<file path="src/rtl/tester_pkg.sv">
// rtl/tester_pkg.sv - shared opcodes, FSM states and frame sizing for the tester controller
package tester_pkg;

  localparam int PAYLOAD_W = 6;

  typedef enum logic [1:0] {
    OP_DATA = 2'b00,
    OP_GET  = 2'b01,
    OP_SET  = 2'b10,
    OP_RST  = 2'b11
  } opcode_e;

  typedef enum logic [2:0] {
    S_IDLE,
    S_COLLECT,
    S_WRITE,
    S_SEND,
    S_RESET
  } state_e;

  function automatic int nbytes(input int data_w);
    return (data_w + PAYLOAD_W - 1) / PAYLOAD_W;
  endfunction

endpackage

</file>
<file path="src/rtl/tester_ctrl_if.sv">
// rtl/tester_ctrl_if.sv - button, UART, memory and status signals of the tester controller
interface tester_ctrl_if #(parameter int DATA_W = 6);
  logic [DATA_W-1:0] in_push_sw;
  logic              in_push_rst;
  logic              in_urx_vld;
  logic [7:0]        in_urx;
  logic [DATA_W-1:0] in_mem;
  logic              in_mem_w_rd;
  logic              in_utx_rdy;
  logic [DATA_W-1:0] out_mem;
  logic              out_mem_w_en;
  logic              out_utx_vld;
  logic [7:0]        out_utx_data;
  logic              out_rst;
  logic              out_err;
  logic              out_busy;

  modport slave (
    input  in_push_sw, in_push_rst, in_urx_vld, in_urx, in_mem, in_mem_w_rd, in_utx_rdy,
    output out_mem, out_mem_w_en, out_utx_vld, out_utx_data, out_rst, out_err, out_busy
  );

  modport master (
    output in_push_sw, in_push_rst, in_urx_vld, in_urx, in_mem, in_mem_w_rd, in_utx_rdy,
    input  out_mem, out_mem_w_en, out_utx_vld, out_utx_data, out_rst, out_err, out_busy
  );
endinterface

</file>
<file path="src/rtl/tester_tx_serializer.sv">
// rtl/tester_tx_serializer.sv - splits a state snapshot into 6-bit echo frames over valid/ready
module tester_tx_serializer
  import tester_pkg::*;
#(
  parameter int DATA_W = 6,
  parameter int NBYTES = 1
) (
  input  logic              in_clk,
  input  logic              in_rst,
  input  logic              start,
  input  logic [DATA_W-1:0] snapshot,
  input  logic              utx_rdy,
  output logic              utx_vld,
  output logic [7:0]        utx_data,
  output logic              done
);

  localparam int PAD_W = NBYTES * PAYLOAD_W;
  localparam int IDX_W = (NBYTES > 1) ? $clog2(NBYTES) : 1;

  logic [PAD_W-1:0] pad;
  logic [PAD_W-1:0] rest;
  logic [IDX_W-1:0] idx;
  logic             last;

  assign pad  = PAD_W'(snapshot);
  assign last = (idx == IDX_W'(NBYTES - 1));
  // Combinational so the controller can leave SEND on the same edge as the final accept.
  assign done = utx_vld && utx_rdy && last;

  always_ff @(posedge in_clk or negedge in_rst) begin
    if (!in_rst) begin
      utx_vld  <= 1'b0;
      utx_data <= '0;
      rest     <= '0;
      idx      <= '0;
    end else if (start) begin
      utx_vld  <= 1'b1;
      utx_data <= {OP_GET, pad[PAYLOAD_W-1:0]};
      rest     <= pad >> PAYLOAD_W;
      idx      <= '0;
    end else if (utx_vld && utx_rdy) begin
      if (last) begin
        utx_vld  <= 1'b0;
        utx_data <= '0;
      end else begin
        utx_data <= {OP_GET, rest[PAYLOAD_W-1:0]};
        rest     <= rest >> PAYLOAD_W;
        idx      <= idx + 1'b1;
      end
    end
  end

endmodule

</file>
<file path="src/rtl/tester_ctrl.sv">
// rtl/tester_ctrl.sv - arbitrates buttons against UART commands, writes test state and echoes it back
module tester_ctrl
  import tester_pkg::*;
#(
  parameter int DATA_W      = 6,
  parameter int TIMEOUT_CYC = 1_000_000,
  parameter int RST_CYC     = 4
) (
  input logic in_clk,
  input logic in_rst,
  tester_ctrl_if.slave bus
);

  localparam int NBYTES = nbytes(DATA_W);
  localparam int PAD_W  = NBYTES * PAYLOAD_W;
  localparam int TMO_W  = $clog2(TIMEOUT_CYC + 1);
  localparam int RC_W   = $clog2(RST_CYC + 1);
  localparam int CNT_W  = $clog2(NBYTES) + 1;

  state_e                 state;
  logic [DATA_W-1:0]      snapshot;
  logic [PAD_W-1:0]       buffer;
  logic [PAD_W-1:0]       buf_merged;
  logic [CNT_W-1:0]       byte_cnt;
  logic [TMO_W-1:0]       tmo_cnt;
  logic [RC_W-1:0]        rst_cnt;
  logic                   w_en_q, rst_q, err_q, busy_q;
  opcode_e                op;
  logic [PAYLOAD_W-1:0]   payload;
  logic                   byte_get, byte_set, byte_rst, byte_data;
  logic                   sw_hit, ser_start, ser_done;
  logic [DATA_W-1:0]      ser_snap;

  assign op        = opcode_e'(bus.in_urx[7:6]);
  assign payload   = bus.in_urx[PAYLOAD_W-1:0];
  assign byte_get  = bus.in_urx_vld && (op == OP_GET);
  assign byte_set  = bus.in_urx_vld && (op == OP_SET);
  assign byte_rst  = bus.in_urx_vld && (op == OP_RST);
  assign byte_data = bus.in_urx_vld && (op == OP_DATA);
  assign sw_hit    = (bus.in_push_sw != '0);

  // Upper chunks of buffer are cleared by SET, so OR-ing the new chunk in is enough.
  assign buf_merged = buffer | (PAD_W'(payload) << (byte_cnt * PAYLOAD_W));

  // The serializer loads on the same edge the FSM enters SEND, so the first byte is valid at t+1.
  assign ser_start = (state == S_IDLE && !sw_hit && byte_get) || (state == S_WRITE && bus.in_mem_w_rd);
  assign ser_snap  = (state == S_WRITE) ? snapshot : bus.in_mem;

  always_ff @(posedge in_clk or negedge in_rst) begin
    if (!in_rst) begin
      state    <= S_IDLE;
      snapshot <= '0;
      buffer   <= '0;
      byte_cnt <= '0;
      tmo_cnt  <= '0;
      rst_cnt  <= '0;
      w_en_q   <= 1'b0;
      rst_q    <= 1'b0;
      err_q    <= 1'b0;
      busy_q   <= 1'b0;
    end else begin
      err_q <= 1'b0;
      case (state)
        S_IDLE: begin
          if (sw_hit) begin
            snapshot <= bus.in_mem ^ bus.in_push_sw;
            w_en_q   <= 1'b1;
            busy_q   <= 1'b1;
            state    <= S_WRITE;
          end else if (byte_get) begin
            busy_q <= 1'b1;
            state  <= S_SEND;
          end else if (byte_set) begin
            buffer   <= PAD_W'(payload);
            byte_cnt <= CNT_W'(1);
            tmo_cnt  <= '0;
            busy_q   <= 1'b1;
            if (NBYTES == 1) begin
              snapshot <= DATA_W'(payload);
              w_en_q   <= 1'b1;
              state    <= S_WRITE;
            end else begin
              state <= S_COLLECT;
            end
          end else if (byte_rst || bus.in_push_rst) begin
            rst_q   <= 1'b1;
            rst_cnt <= '0;
            busy_q  <= 1'b1;
            state   <= S_RESET;
          end else if (byte_data) begin
            err_q <= 1'b1;
          end
        end
        S_COLLECT: begin
          if (bus.in_urx_vld) begin
            if (op != OP_DATA) begin
              err_q  <= 1'b1;
              busy_q <= 1'b0;
              state  <= S_IDLE;
            end else begin
              buffer   <= buf_merged;
              tmo_cnt  <= '0;
              byte_cnt <= byte_cnt + 1'b1;
              if (byte_cnt == CNT_W'(NBYTES - 1)) begin
                snapshot <= DATA_W'(buf_merged);
                w_en_q   <= 1'b1;
                state    <= S_WRITE;
              end
            end
          end else if (tmo_cnt == TMO_W'(TIMEOUT_CYC - 1)) begin
            err_q  <= 1'b1;
            busy_q <= 1'b0;
            state  <= S_IDLE;
          end else begin
            tmo_cnt <= tmo_cnt + 1'b1;
          end
        end
        S_WRITE: begin
          if (bus.in_mem_w_rd) begin
            w_en_q <= 1'b0;
            state  <= S_SEND;
          end
        end
        S_SEND: begin
          if (ser_done) begin
            busy_q <= 1'b0;
            state  <= S_IDLE;
          end
        end
        S_RESET: begin
          if (rst_cnt == RC_W'(RST_CYC - 1)) begin
            rst_q  <= 1'b0;
            busy_q <= 1'b0;
            state  <= S_IDLE;
          end else begin
            rst_cnt <= rst_cnt + 1'b1;
          end
        end
        default: begin
          busy_q <= 1'b0;
          state  <= S_IDLE;
        end
      endcase
    end
  end

  tester_tx_serializer #(
    .DATA_W (DATA_W),
    .NBYTES (NBYTES)
  ) u_ser (
    .in_clk   (in_clk),
    .in_rst   (in_rst),
    .start    (ser_start),
    .snapshot (ser_snap),
    .utx_rdy  (bus.in_utx_rdy),
    .utx_vld  (bus.out_utx_vld),
    .utx_data (bus.out_utx_data),
    .done     (ser_done)
  );

  assign bus.out_mem      = snapshot;
  assign bus.out_mem_w_en = w_en_q;
  assign bus.out_rst      = rst_q;
  assign bus.out_err      = err_q;
  assign bus.out_busy     = busy_q;

endmodule

</file>
<file path="src/flat_wrapper.sv">
// flat-port wrapper written by rule: the top's interface ports become plain ports
module tester_ctrl_flat import tester_pkg::*;
#(
  parameter int DATA_W      = 6,
  parameter int TIMEOUT_CYC = 1_000_000,
  parameter int RST_CYC     = 4
)
  (in_clk, in_rst, bus_in_push_sw, bus_in_push_rst, bus_in_urx_vld, bus_in_urx, bus_in_mem, bus_in_mem_w_rd, bus_in_utx_rdy, bus_out_mem, bus_out_mem_w_en, bus_out_utx_vld, bus_out_utx_data, bus_out_rst, bus_out_err, bus_out_busy);
  tester_ctrl_if #(.DATA_W(DATA_W)) bus_i ();
  input logic in_clk;
  input logic in_rst;
  input wire logic [$bits(bus_i.in_push_sw)-1:0] bus_in_push_sw;
  input wire logic [$bits(bus_i.in_push_rst)-1:0] bus_in_push_rst;
  input wire logic [$bits(bus_i.in_urx_vld)-1:0] bus_in_urx_vld;
  input wire logic [$bits(bus_i.in_urx)-1:0] bus_in_urx;
  input wire logic [$bits(bus_i.in_mem)-1:0] bus_in_mem;
  input wire logic [$bits(bus_i.in_mem_w_rd)-1:0] bus_in_mem_w_rd;
  input wire logic [$bits(bus_i.in_utx_rdy)-1:0] bus_in_utx_rdy;
  output wire logic [$bits(bus_i.out_mem)-1:0] bus_out_mem;
  output wire logic [$bits(bus_i.out_mem_w_en)-1:0] bus_out_mem_w_en;
  output wire logic [$bits(bus_i.out_utx_vld)-1:0] bus_out_utx_vld;
  output wire logic [$bits(bus_i.out_utx_data)-1:0] bus_out_utx_data;
  output wire logic [$bits(bus_i.out_rst)-1:0] bus_out_rst;
  output wire logic [$bits(bus_i.out_err)-1:0] bus_out_err;
  output wire logic [$bits(bus_i.out_busy)-1:0] bus_out_busy;
  assign bus_i.in_push_sw = bus_in_push_sw;
  assign bus_i.in_push_rst = bus_in_push_rst;
  assign bus_i.in_urx_vld = bus_in_urx_vld;
  assign bus_i.in_urx = bus_in_urx;
  assign bus_i.in_mem = bus_in_mem;
  assign bus_i.in_mem_w_rd = bus_in_mem_w_rd;
  assign bus_i.in_utx_rdy = bus_in_utx_rdy;
  assign bus_out_mem = bus_i.out_mem;
  assign bus_out_mem_w_en = bus_i.out_mem_w_en;
  assign bus_out_utx_vld = bus_i.out_utx_vld;
  assign bus_out_utx_data = bus_i.out_utx_data;
  assign bus_out_rst = bus_i.out_rst;
  assign bus_out_err = bus_i.out_err;
  assign bus_out_busy = bus_i.out_busy;
  tester_ctrl #(.DATA_W(DATA_W), .TIMEOUT_CYC(TIMEOUT_CYC), .RST_CYC(RST_CYC)) u_core (.in_clk(in_clk), .in_rst(in_rst), .bus(bus_i));
endmodule
</file>
<file path="config.mk">
export PLATFORM = sky130hd
export DESIGN_NAME = tester_ctrl_flat
export DESIGN_NICKNAME = d
export VERILOG_FILES = /design/src/rtl/tester_pkg.sv /design/src/rtl/tester_ctrl_if.sv /design/src/rtl/tester_tx_serializer.sv /design/src/rtl/tester_ctrl.sv /design/src/flat_wrapper.sv
export SDC_FILE = /design/constraint.sdc
export NUM_CORES = 1
export LEC_CHECK = 0
export ABC_AREA = 1
export CORE_MARGIN = 2
export CORE_UTILIZATION = 49
export CTS_BUF_LIST = sky130_fd_sc_hd__clkbuf_8
export DETAILED_ROUTE_END_ITERATION = 16
export PLACE_DENSITY = 0.73
export SKIP_LAST_GASP = 1
export SYNTH_ARGS = -nofsm -noshare
export SYNTH_HDL_FRONTEND = slang
export SYNTH_HIERARCHICAL = 1
export SYNTH_SLANG_ARGS = --single-unit
</file>
<file path="constraint.sdc">
create_clock -name in_clk -period 3.3 [get_ports in_clk]
set_input_delay 0.66 -clock in_clk [delete_from_list [all_inputs] [get_ports in_clk]]
set_output_delay 0.66 -clock in_clk [all_outputs]
set_load 0.02 [all_outputs]
</file>
== Yosys cells after proc, flatten, opt, wreduce, memory -nomap -nowiden ==
Index checks and enable logic that the tools add are counted.

* Flip-flop bits (word level): 59
* Bits of input ports: 26
* Output and inout port bits: 19
* Word-level logic and storage cells: 169

* $add $sub $neg: 4
* Multipliers: 1
* Equal/unequal tests: 30
* Shift-type cells: 1
* Muxes and demuxes: 84
* Bitwise gates (word level): 4
* Reduce and logical (&&, ||, !) cells: 31

{| class="wikitable"
|+ Operators with widths
! operator !! number
|-
| $mux 20 || 6
|-
| $mux 6 || 13
|-
| $mux 3 || 16
|-
| $reduce_and 6->1 || 7
|-
| $pmux 20 s2 || 1
|-
| $mux 1 || 36
|-
| $pmux 6 s2 || 2
|-
| $add 20x1->20 const B || 1
|-
| $eq 20x20->1 const B || 1
|-
| $ne 2x2->1 const B || 9
|-
| $mux 8 || 2
|-
| $pmux 3 s5 || 1
|-
| $reduce_bool 2->1 || 5
|-
| $eq 3x2->1 const B || 3
|-
| $logic_and 1x1->1 || 9
|-
| $ne 3x3->1 const B || 3
|-
| $ne 2x1->1 const B || 4
|-
| $mux 7 || 1
|-
| $reduce_and 7->1 || 1
|-
| $ne 3x2->1 const B || 2
|-
| $or 6x6->6 || 1
|-
| $pmux 1 s2 || 3
|-
| $pmux 3 s2 || 1
|-
| $reduce_bool 6->1 || 1
|-
| 21 further kinds || 26
|}

== Logic depth before layout (Yosys ltp) ==
Gate-level depths: netlist (run 1).

* Depth after elaboration: 8
* Gate-level depth with buffers: 11

== Hierarchy ==
Netlist (run 1), hierarchy kept.

{| class="wikitable"
|+ By module, submodules not included
! module !! instances !! cells each !! area an instance (sq um) !! sequential area each (sq um)
|-
| tester_ctrl || 1 || 435 || 2999.1 || 1076.0
|-
| tester_tx_serializer || 1 || 33 || 289.0 || 175.2
|}

== Least setup slack after synthesis (run 1) ==
No wires, ideal clock.

* Path type: in2reg
* From: in bus_in_push_sw[2]
* To: reg u_core.u_ser.utx_data[0]
* Setup time: 0.118 ns
* Arrival: 1.830 ns
* Setup slack: 1.353 ns
* Stages: 7
* Path buffers: 1
* Cell sequence: nor2_1 nand3_1 clkbuf_1 o22ai_1 inv_2 nand3_1 nand2_1

* Cells in the longest elaborated chain, start to end: 6

{| class="wikitable"
|+ RTL lines
! item !! line !! text
|-
| start: declaration || flat_wrapper.sv:12 || <nowiki>input wire logic [$bits(bus_i.in_push_sw)-1:0] bus_in_push_sw;</nowiki>
|-
| $reduce_bool 6->1 * || tester_ctrl.sv:40 || <nowiki>assign sw_hit = (bus.in_push_sw != '0);</nowiki>
|-
| $logic_not 1->1 * || tester_ctrl.sv:46 || <nowiki>assign ser_start = (state == S_IDLE && !sw_hit && byte_get) || (state == S_WRITE && bus.in_mem_w_rd);</nowiki>
|-
| $logic_and 1x1->1 * (2 in a row) || tester_ctrl.sv:46 ||
|-
| $logic_or 1x1->1 * || tester_ctrl.sv:46 ||
|-
| net u_core.ser_start || tester_ctrl.sv:31 || <nowiki>logic sw_hit, ser_start, ser_done;</nowiki>
|-
| $mux 8 or $reduce_bool 2->1 (tied branches) || n/a ||
|-
| end signal: assignment || tester_tx_serializer.sv:39 || <nowiki>utx_data <= {OP_GET, pad[PAYLOAD_W-1:0]};</nowiki>
|-
| end signal: assignment || tester_tx_serializer.sv:47 || <nowiki>utx_data <= {OP_GET, rest[PAYLOAD_W-1:0]};</nowiki>
|-
| end: declaration || tester_tx_serializer.sv:14 || <nowiki>output logic [7:0] utx_data,</nowiki>
|}

The timed path passes the listed nets; every way through them passes the cells marked *.
A chain may end at the register's enable or synchronous reset.

== Worst setup path after layout (run 1) ==
* From: in bus_in_urx_vld
* To: reg u_core.u_ser.utx_data[4]

* Cells in the longest elaborated chain, start to end: 4

{| class="wikitable"
|+ RTL lines
! item !! line !! text
|-
| start: declaration || flat_wrapper.sv:14 || <nowiki>input wire logic [$bits(bus_i.in_urx_vld)-1:0] bus_in_urx_vld;</nowiki>
|-
| $logic_and 1x1->1 * || tester_ctrl.sv:36 || <nowiki>assign byte_get = bus.in_urx_vld && (op == OP_GET);</nowiki>
|-
| $logic_and 1x1->1 * || tester_ctrl.sv:46 ||
|-
| $logic_or 1x1->1 * || tester_ctrl.sv:46 ||
|-
| net u_core.ser_start || tester_ctrl.sv:31 ||
|-
| $mux 8 or $reduce_bool 2->1 (tied branches) || n/a ||
|}

Marked as above.

==> out/qor.yml, run 1 <==
finalSetupViolCount: 0
cp_data_required_time_ns: 3.51
post-route-drc-count: 0
ir_worst_vdd_uv: 433
yosysMostFrequentCell: "nand2_1"
synth_seq_area_share_pct: 38.1
fin_cells: 588
fin_crit_sh_pct: 72.5
io_pins: 45
drv_cap: 0
cts_buffer_depth: 2
grt.overflow.total: 0
cts_resized: 0
dp.cells: 580
numCtsBuffers: 5
slew_headroom_pct: 26.4
die-area_um2: 7380
avgSynthCellArea_um2: 7.03
dp_hpwl_um: 5760
crit_path_start_kind: "input port"
period_needed_ns: 2.39
slowest_stage: "clkdlybuf4s50_1"
critPathCaptureType: "flop"
die_h_um: 85.9
path_max_fanout: 8
hp-class: "flop to flop"
vias: 2982
drtPass1Iterations: 4
cts_sinks: 50
ys_async_sr_fraction_pct: 100
yosys-top-cells-area: "dfrtp_1 (38%), nand2_1 (17%), nor2_1 (8.1%), nand3_1 (5.8%), o21ai_0 (4.6%)"
crit_family: "buffers and inverters"
portBuffers: 43
grt_pass1_vias: 2693
dieWidth_um: 85.9
rows: 29
finClkSkew_ns: 0.00502
synth_top_area_share_pct: 38.1
synth_seq_cells: 50
status: "complete, no violations"
yosys-top-cells-count: "nand2_1 (150), nor2_1 (71), dfrtp_1 (50), nand3_1 (38), inv_1 (34)"
post_cts_buffers: 0
grt_usage_pct: 21.0
leakage_nw: 1.85
p_total_mw: 2.68
hold_viol_final: 0
clk_latency_ns: 0.31
netlist_area_um2: 3290
cp_num_buf_inv: 4
antenna_cells: 0
tightestPinTransition_ns: 1.10
ys.flop_type: "dfrtp_1"
gp_congestion: 0.875
finalSetupTns_ns: 0
fmax_mhz: 418
viasPerCell: 5.07
rsz0062_at_grt: "false"
cts-root-buf: "clkbuf_8"
wl_per_cell_um: 12.7
drt_iter0_markers: 212
area_growth_syn_to_layout_pct: 16.5
synthCells: 468
initial_core_util_pct: 51.2
synthesis.nets: 497
synth_edf_count: 0
synth_area_leader_cell: "dfrtp_1"
antenna_found_initial: 0
grt_pass1_wl_um: 12400
yosysWarnings: 6
holdBufCountCts: 0
finalMaxSlewViolations: 0
coreArea_um2: 6420
wl_um: 7460
layout-drive-gt1-share_pct: 11.0
grt_max_degree: 51
arrival_ns: 2.60
yosysUniqueCellTypes: 37
crit_chain: "clkdlybuf4s50_1 -> inv_2 -> nor2_1 -> nand2_1 -> nor2_2 -> inv_1 -> o22ai_1 -> inv_2 -> nand3_1 -> nand2_1"
p_per_area_nw_per_um2: 700
clkSlewWorstSetupHoldPaths_ns: 0.09
max_stage_delay_ns: 0.60
cts_tree: "built"
ant_nets: 0
htree_levels: 2
path_class: "input port to flop"
nNetsFinal: 539
nFillCells: 591
[cell usage in the layout, fill, tap and decap left out, drive strengths merged, types with 6 or more instances in the layout]
cell / count
inv: 41
nor2: 82
nand3: 40
o21ai: 32
nand2: 170
clkdlybuf4s50: 42
xnor2: 8
nand4: 6
dfrtp: 50
[worst min-delay path, stage by stage, from the launching register on]
cell and delay, ns:
dfrtp_1 0.36, nand2_1 0.05, nand2_1 0.05
[logic make-up (layout without fill, tap and decap cells)]
group | after synthesis | in the layout | share of synthesized area [%]
buffers and inverters | 50 | 93 | 7.00
XOR/XNOR | 13 | 13 | 3.46
flip-flops | 50 | 50 | 38.1
AND/OR/NAND/NOR | 312 | 312 | 43.9
AO/OA/AOI/OAI | 39 | 39 | 6.28
adder cells (fa/ha/maj) | 3 | 3 | 1.14
other | 1 | 1 | 0.114
[registers in the layout (all words and copies together) (netlist names), 3 cells and up]
signal,flops
u_core/u_ser/utx_data,7
u_core/rst_cnt,3
u_core/bus.out_mem,6
u_core/state,3
u_core/buffer,6
u_core/tmo_cnt,20
[through the flow]
step	hold slack [ns]	util [%]	setup slack, ns	cell area (µm²)
after floorplan	0.364	-	1.35	3290
after global placement	0.459	58.3	0.673	3740
after detailed placement	0.462	58.3	0.578	3740
after CTS	0.487	59.7	0.920	3830
after global routing	0.505	59.7	0.688	3830
final	0.491	59.7	0.906	3830
[cell type report]
cell class / instances / area, µm² / area share (%)
repair buffers: 44 / 433 / 11.3
flip-flops and latches: 50 / 1250 / 32.7
well taps: 77 / 96.3 / 2.51
clock buffers: 5 / 68.8 / 1.80
clock inverters: 3 / 21.3 / 0.555
inverters: 41 / 154 / 4.02
multi-input cells: 368 / 1810 / 47.2
[report_power, final]
part           internal, mW  leakage (nW)  switching (mW)  total, mW
Sequential            0.785         0.645           0.158      0.943
Clock                 0.149        0.0441           0.212      0.362
Combinational         0.505          1.16           0.874       1.38
Total                  1.44          1.85            1.24       2.68
[metal layers]
metal,track usage [%],routed length [µm]
met1,29.6,3660
met2,33.1,3410
met3,4.23,307
met4,5.77,87
met5,0,0
[final timing paths]
kind                                                startpoint                                    to  slack (ns)  cells past startpoint
setup / recovery                                bus_in_urx_vld  u_core/u_ser/utx_data[4]$_DFFE_PN0P_        0.91                     10
hold reg to reg            u_core/bus.out_mem_w_en$_DFFE_PN0P_   u_core/bus.out_mem_w_en$_DFFE_PN0P_        0.49                      2
hold / removal             u_core/bus.out_mem_w_en$_DFFE_PN0P_   u_core/bus.out_mem_w_en$_DFFE_PN0P_        0.49                      2
min in group asynchronous                               in_rst        u_core/tmo_cnt[13]$_DFFE_PN0P_        0.54                      1
setup reg to reg                   u_core/state[1]$_DFFE_PN0P_  u_core/u_ser/utx_data[4]$_DFFE_PN0P_        1.13                      7
max in group asynchronous                               in_rst          u_core/buffer[1]$_DFFE_PN0P_        2.07                      1
(Power assumes the default switching activity.)
==> inputs of run 2 (changes only) <==
==> constraint.sdc (replaced) <==
create_clock -name in_clk -period 2.5 [get_ports in_clk]
set_input_delay 0.5 -clock in_clk [delete_from_list [all_inputs] [get_ports in_clk]]
set_output_delay 0.5 -clock in_clk [all_outputs]
set_load 0.02 [all_outputs]
==> run 2 against run 1 <==
Against the previous run: core utilization increased by 1.2 points; clock skew rose by 0.0015 ns; critical path depth increased by 1; combinational power up 33%; largest cell class unchanged.
==> out/qor.yml, run 2 (same netlist as run 1, synthesis figures left out) <==
cts-root-buf: "clkbuf_8"  # unchanged
grt_pass1_vias: 2808  # was 2693
ant_nets: 0  # unchanged
numCtsBuffers: 5  # unchanged
post-route-drc-count: 0  # unchanged
layout-drive-gt1-share_pct: 11.7  # was 11.0%
die_h_um: 85.9  # unchanged
holdBufCountCts: 0  # unchanged
final_util_pct: 60.9  # was 59.7%
tightestPinTransition_ns: 0.763  # was 1.10 ns
area_growth_syn_to_layout_pct: 18.9  # was 16.5%
grt_max_degree: 36  # was 51
portBuffers: 43  # unchanged
p_total_mw: 3.76  # was 2.68 mW
wl_per_cell_um: 12.8  # was 12.7 µm
viasPerCell: 5.11  # was 5.07
rows: 29  # unchanged
leakage_nw: 1.90  # was 1.85 nW
htree_levels: 2  # unchanged
fin_cells: 592  # was 588
critPathCaptureType: "flop"  # unchanged
ir_worst_vdd_uv: 592  # was 433 µV
cts_resized: 0  # unchanged
cts_tree: "built"  # unchanged
cts_buffer_depth: 2  # unchanged
reg_top3: "u_core/tmo_cnt x20, u_core/u_ser/utx_data x7"  # unchanged
antenna_found_initial: 0  # unchanged
grt.overflow.total: 0  # unchanged
status: "complete, no violations"  # unchanged
rsz0062_at_grt: "false"  # unchanged
vias: 3028  # was 2982
p_per_area_nw_per_um2: 962  # was 700 nW/µm²
hold_viol_final: 0  # unchanged
clkSlewWorstSetupHoldPaths_ns: 0.09  # about the same
finalSetupViolCount: 0  # unchanged
finClkSkew_ns: 0.00648  # was 0.00502 ns
grt_usage_pct: 21.5  # was 21.0%
dp_hpwl_um: 5880  # was 5760 µm
slew_headroom_pct: 49.1  # was 26.4%
finalSetupTns_ns: 0  # unchanged
drt_iter0_markers: 175  # was 212
path_max_fanout: 20  # was 8
final_common_cell: "nand2_1"  # unchanged
finalMaxSlewViolations: 0  # unchanged
dp.cells: 584  # was 580
arrival_ns: 2.29  # was 2.60 ns
period_needed_ns: 2.04
io_pins: 45  # unchanged
crit_path_start_kind: "input port"  # unchanged
dieWidth_um: 85.9  # unchanged
post_cts_buffers: 0  # unchanged
drv_cap: 0  # unchanged
gp_congestion: 0.915  # was 0.875
fmax_mhz: 489
grt_pass1_wl_um: 12900  # was 12400 µm
nNetsFinal: 543  # was 539
layout_common_cells: "nand2_1 (150), nor2_1 (71), dfrtp_1 (50)"  # unchanged
initial_core_util_pct: 51.2  # unchanged
wl_um: 7580  # was 7460 µm
hp-class: "input port to asynchronous set/reset pin"  # was flop to flop
die-area_um2: 7380  # unchanged
largest_register: "u_core/tmo_cnt"  # unchanged
nFillCells: 612  # was 591
largest_register_ffs: 20  # unchanged
drtPass1Iterations: 4  # unchanged
cts_sinks: 50  # unchanged
antenna_cells: 0  # unchanged
coreArea_um2: 6420  # unchanged
path_class: "input port to flop"  # unchanged
holdWs_ns: 0.262  # was 0.491 ns
fin_crit_sh_pct: 81.7
clk_latency_ns: 0.30  # was 0.31 ns
cp_data_required_time_ns: 2.74  # was 3.51 ns
[run 2: cell count changes in the layout (fill, tap and decap cells not counted)]
cell        change
buf_4           +4
clkinvlp_4      -1
clkinv_2        -1
bufinv_16       +2
[run 2: through the flow]
stage | area (µm²) | setup slack, ns
2_1_floorplan | 3290 | 0.713
3_3_place_gp | 3770 | 0.219
3_5_place_dp | 3770 | 0.142
4_1_cts | 3910 | 0.462
5_1_grt | 3910 | 0.285
6_report | 3910 | 0.456
[run 2: worst paths after layout]
path,depth (start not counted),slack [ns],end,start
max in group asynchronous,2,1.56,u_core/bus.out_rst$_DFFE_PN0P_,in_rst
hold / removal,1,0.26,u_core/tmo_cnt[10]$_DFFE_PN0P_,in_rst
setup reg to reg,7,0.51,u_core/u_ser/utx_data[4]$_DFFE_PN0P_,u_core/state[1]$_DFFE_PN0P_
setup / recovery,11,0.46,u_core/tmo_cnt[9]$_DFFE_PN0P_,bus_in_urx_vld
hold reg to reg,2,0.48,u_core/bus.out_rst$_DFFE_PN0P_,u_core/bus.out_rst$_DFFE_PN0P_
min in group in_clk,2,0.48,u_core/bus.out_rst$_DFFE_PN0P_,u_core/bus.out_rst$_DFFE_PN0P_
[run 2: area by class of cell]
cell class / count / area [µm²] / area share, %
clock buffers: 5 / 68.8 / 1.76
clock inverters: 3 / 68.8 / 1.76
inverters: 41 / 154 / 3.94
multi-input cells: 368 / 1810 / 46.2
flip-flops and latches: 50 / 1250 / 32.0
well taps: 77 / 96.3 / 2.46
repair buffers: 48 / 463 / 11.8
[run 2: power breakdown]
part	switching (mW)	internal, mW
Sequential	0.213	1.04
Clock	0.271	0.401
Combinational	1.16	0.677
[run 2: layer usage]
layer	vias up	routed length, µm	track usage (%)
met3	6	235	3.66
met2	59	3540	34.2
met5	-	0	0
li1	1564	-	-
met4	0	68	4.91
met1	1399	3750	30.8
[run 2: critical path, cell delays in order]
cell and delay, ns:
clkdlybuf4s50_1 0.60, inv_2 0.07, nor2_1 0.08, nand2_1 0.10
nor2_2 0.17, nor2_4 0.06, nand3_4 0.08, inv_2 0.06
nand2_2 0.36, nand2_1 0.12, nand2_1 0.09
==> inputs of run 3 (changes only) <==
--- a/config.mk
+++ b/config.mk
@@ -10,7 +10,7 @@
 export CORE_UTILIZATION = 49
 export CTS_BUF_LIST = sky130_fd_sc_hd__clkbuf_8
 export DETAILED_ROUTE_END_ITERATION = 16
-export PLACE_DENSITY = 0.73
+export PLACE_DENSITY = 0.75
 export SKIP_LAST_GASP = 1
 export SYNTH_ARGS = -nofsm -noshare
 export SYNTH_HDL_FRONTEND = slang
==> constraint.sdc (replaced) <==
create_clock -name in_clk -period 1.7 [get_ports in_clk]
set_input_delay 0.34 -clock in_clk [delete_from_list [all_inputs] [get_ports in_clk]]
set_output_delay 0.34 -clock in_clk [all_outputs]
set_load 0.02 [all_outputs]
==> run 3 against run 2 <==
Against the previous run: sequential share of layout area is 2.6 points lower; die area stayed put; total power grew 62%; core utilization is 5.6 points higher; sequential power increased by 46%; cell area grew 9.2%; global-route usage grew 1.1 points; first-iteration DRC count is 43% higher; flip-flop and latch count is the same; via count increased by 4.0%; clock skew is 0.00088 ns lower; critical path type is now flop to output port; highest routed layer unchanged.
==> out/qor.yml, run 3 (same netlist as run 1, synthesis figures left out) <==
status: "complete, no violations"  # unchanged
portBuffers: 43  # unchanged
slowest_stage: "clkdlybuf4s50_1"  # unchanged
wl_per_cell_um: 12.8  # about the same
gp_congestion: 0.883  # was 0.915
vias: 3150  # was 3028
clk_latency_ns: 0.30  # about the same
cts_buffer_depth: 2  # unchanged
die_h_um: 85.9  # unchanged
grt_usage_pct: 22.6  # was 21.5%
final_util_pct: 66.5  # was 60.9%
p_per_area_nw_per_um2: 1420  # was 962 nW/µm²
post-route-drc-count: 0  # unchanged
holdWs_ns: 0.00411  # was 0.262 ns
cts-root-buf: "clkbuf_8"  # unchanged
hp-class: "input port to asynchronous set/reset pin"  # unchanged
drv_cap: 0  # unchanged
finalMaxSlewViolations: 0  # unchanged
hold_viol_final: 0  # unchanged
io_pins: 45  # unchanged
wl_um: 8010  # was 7580 µm
cp_data_required_time_ns: 1.36  # was 2.74 ns
fin_cells: 628  # was 592
layout_common_cells: "nand2_1 (149), nor2_1 (68), dfrtp_1 (48)"  # was nand2_1 (150), nor2_1 (71), dfrtp_1 (50)
cp_num_buf_inv: 1  # was 3
finClkSkew_ns: 0.00560  # was 0.00648 ns
holdBufCountCts: 0  # unchanged
final_common_cell: "nand2_1"  # unchanged
ir_worst_vdd_uv: 1030  # was 592 µV
finalWorstSetupSlack_ns: 0.0485  # was 0.456 ns
dpl_worst_slack_ns: -0.270  # was 0.142 ns
crit_path_start_kind: "flop"  # was input port
rsz0062_at_grt: "true"  # was false
period_needed_ns: 1.65
htree_levels: 2  # unchanged
path_max_fanout: 3  # was 20
viasPerCell: 5.02  # was 5.11
arrival_ns: 1.31  # was 2.29 ns
clkSlewWorstSetupHoldPaths_ns: 0.09  # about the same
crit_family: "buffers and inverters"  # was simple AND/OR/NAND/NOR gates
dp_hpwl_um: 6050  # was 5880 µm
ant_nets: 0  # unchanged
grt_max_degree: 51  # was 36
fmax_mhz: 605
crit_chain: "clkdlybuf4s50_1"  # was clkdlybuf4s50_1 -> inv_2 -> nor2_1 -> nand2_1 -> nor2_2 -> nor2_4 -> nand3_4 -> inv_2 -> nand2_2 -> nand2_1 -> nand2_1
cts_tree: "built"  # unchanged
largest_register: "u_core/tmo_cnt"  # unchanged
nNetsFinal: 579  # was 543
p_total_mw: 6.07  # was 3.76 mW
largest_register_ffs: 20  # unchanged
dieWidth_um: 85.9  # unchanged
grt_pass1_vias: 2936  # was 2808
grt.overflow.total: 0  # unchanged
die-area_um2: 7380  # unchanged
leakage_nw: 2.12  # was 1.90 nW
numCtsBuffers: 5  # unchanged
rows: 29  # unchanged
reg_top3: "u_core/tmo_cnt x20, u_core/u_ser/utx_data x7"  # unchanged
dp.cells: 619  # was 584
critPathCaptureType: "output port"  # was flop
layout-drive-gt1-share_pct: 19.4  # was 11.7%
antenna_found_initial: 0  # unchanged
finalSetupViolCount: 0  # unchanged
coreArea_um2: 6420  # unchanged
grt_pass1_wl_um: 13500  # was 12900 µm
drtPass1Iterations: 4  # unchanged
antenna_cells: 0  # unchanged
path_class: "flop to output port"  # was input port to flop
max_stage_delay_ns: 0.62  # was 0.60 ns
area_growth_syn_to_layout_pct: 29.8  # was 18.9%
drt_iter0_markers: 251  # was 175
fin_crit_sh_pct: 97.1
initial_core_util_pct: 51.2  # unchanged
cts_sinks: 50  # unchanged
## run 3: cell types whose count changed in the layout (fill, tap and decap cells not counted), sizes merged
cell,previous run,this run
clkdlybuf4s50,42,38
buf,6,42
dlymetal6s2s,0,4
clkbuf,5,6
clkinv,1,0
## run 3: stage by stage
| step | TNS (ns) | cell area [µm²] |
|---|---|---|
| final | 0 | 4270 |
| after global routing | -0.0155 | 4270 |
| after CTS | 0 | 4210 |
| after detailed placement | -10.09 | 4070 |
| after global placement | -7.28 | 4070 |
| after floorplan | 0 | 3290 |
## run 3: what timing repair did
item	in CTS	in global routing
resized for setup	1	19
endpoints found under the setup margin	1	41
cloned	0	0
pin swaps	0	2
buffers inserted	0	1
## run 3: worst paths after layout
kind	cells past startpoint	slack, ns	end	start
min	2	0.004	u_core/tmo_cnt[9]$_DFFE_PN0P_	in_rst
max reg2reg	9	0.10	u_core/tmo_cnt[2]$_DFFE_PN0P_	u_core/state[2]$_DFFE_PN0P_
min reg2reg	2	0.49	u_core/bus.out_mem_w_en$_DFFE_PN0P_	u_core/bus.out_mem_w_en$_DFFE_PN0P_
max in group asynchronous	2	1.44	u_core/state[2]$_DFFE_PN0P_	in_rst
min in group in_clk	2	0.49	u_core/bus.out_mem_w_en$_DFFE_PN0P_	u_core/bus.out_mem_w_en$_DFFE_PN0P_
max	1	0.05	bus_out_mem[2]	u_core/bus.out_mem[2]$_DFFE_PN0P_
## run 3: cell type report
type,count,area (µm²)
clock buffers,6,82.6
clock inverters,2,60.1
fillers,564,2150
inverters,41,159
multi-input cells,368,1850
flip-flops and latches,50,1250
well taps,77,96.3
repair buffers,84,772
## run 3: power by group
group          internal, mW  switching [mW]  total (mW)
Sequential             1.53           0.296        1.83
Clock                 0.627           0.400        1.03
Combinational          1.37            1.85        3.22
Total                  3.52            2.55        6.07
## run 3: layer usage
layer	vias up	wire length [µm]	track usage (%)
met1	1437	3890	33.3
met3	2	425	3.56
met5	-	0	0
met2	76	3670	35.9
li1	1635	-	-
met4	0	29	3.90
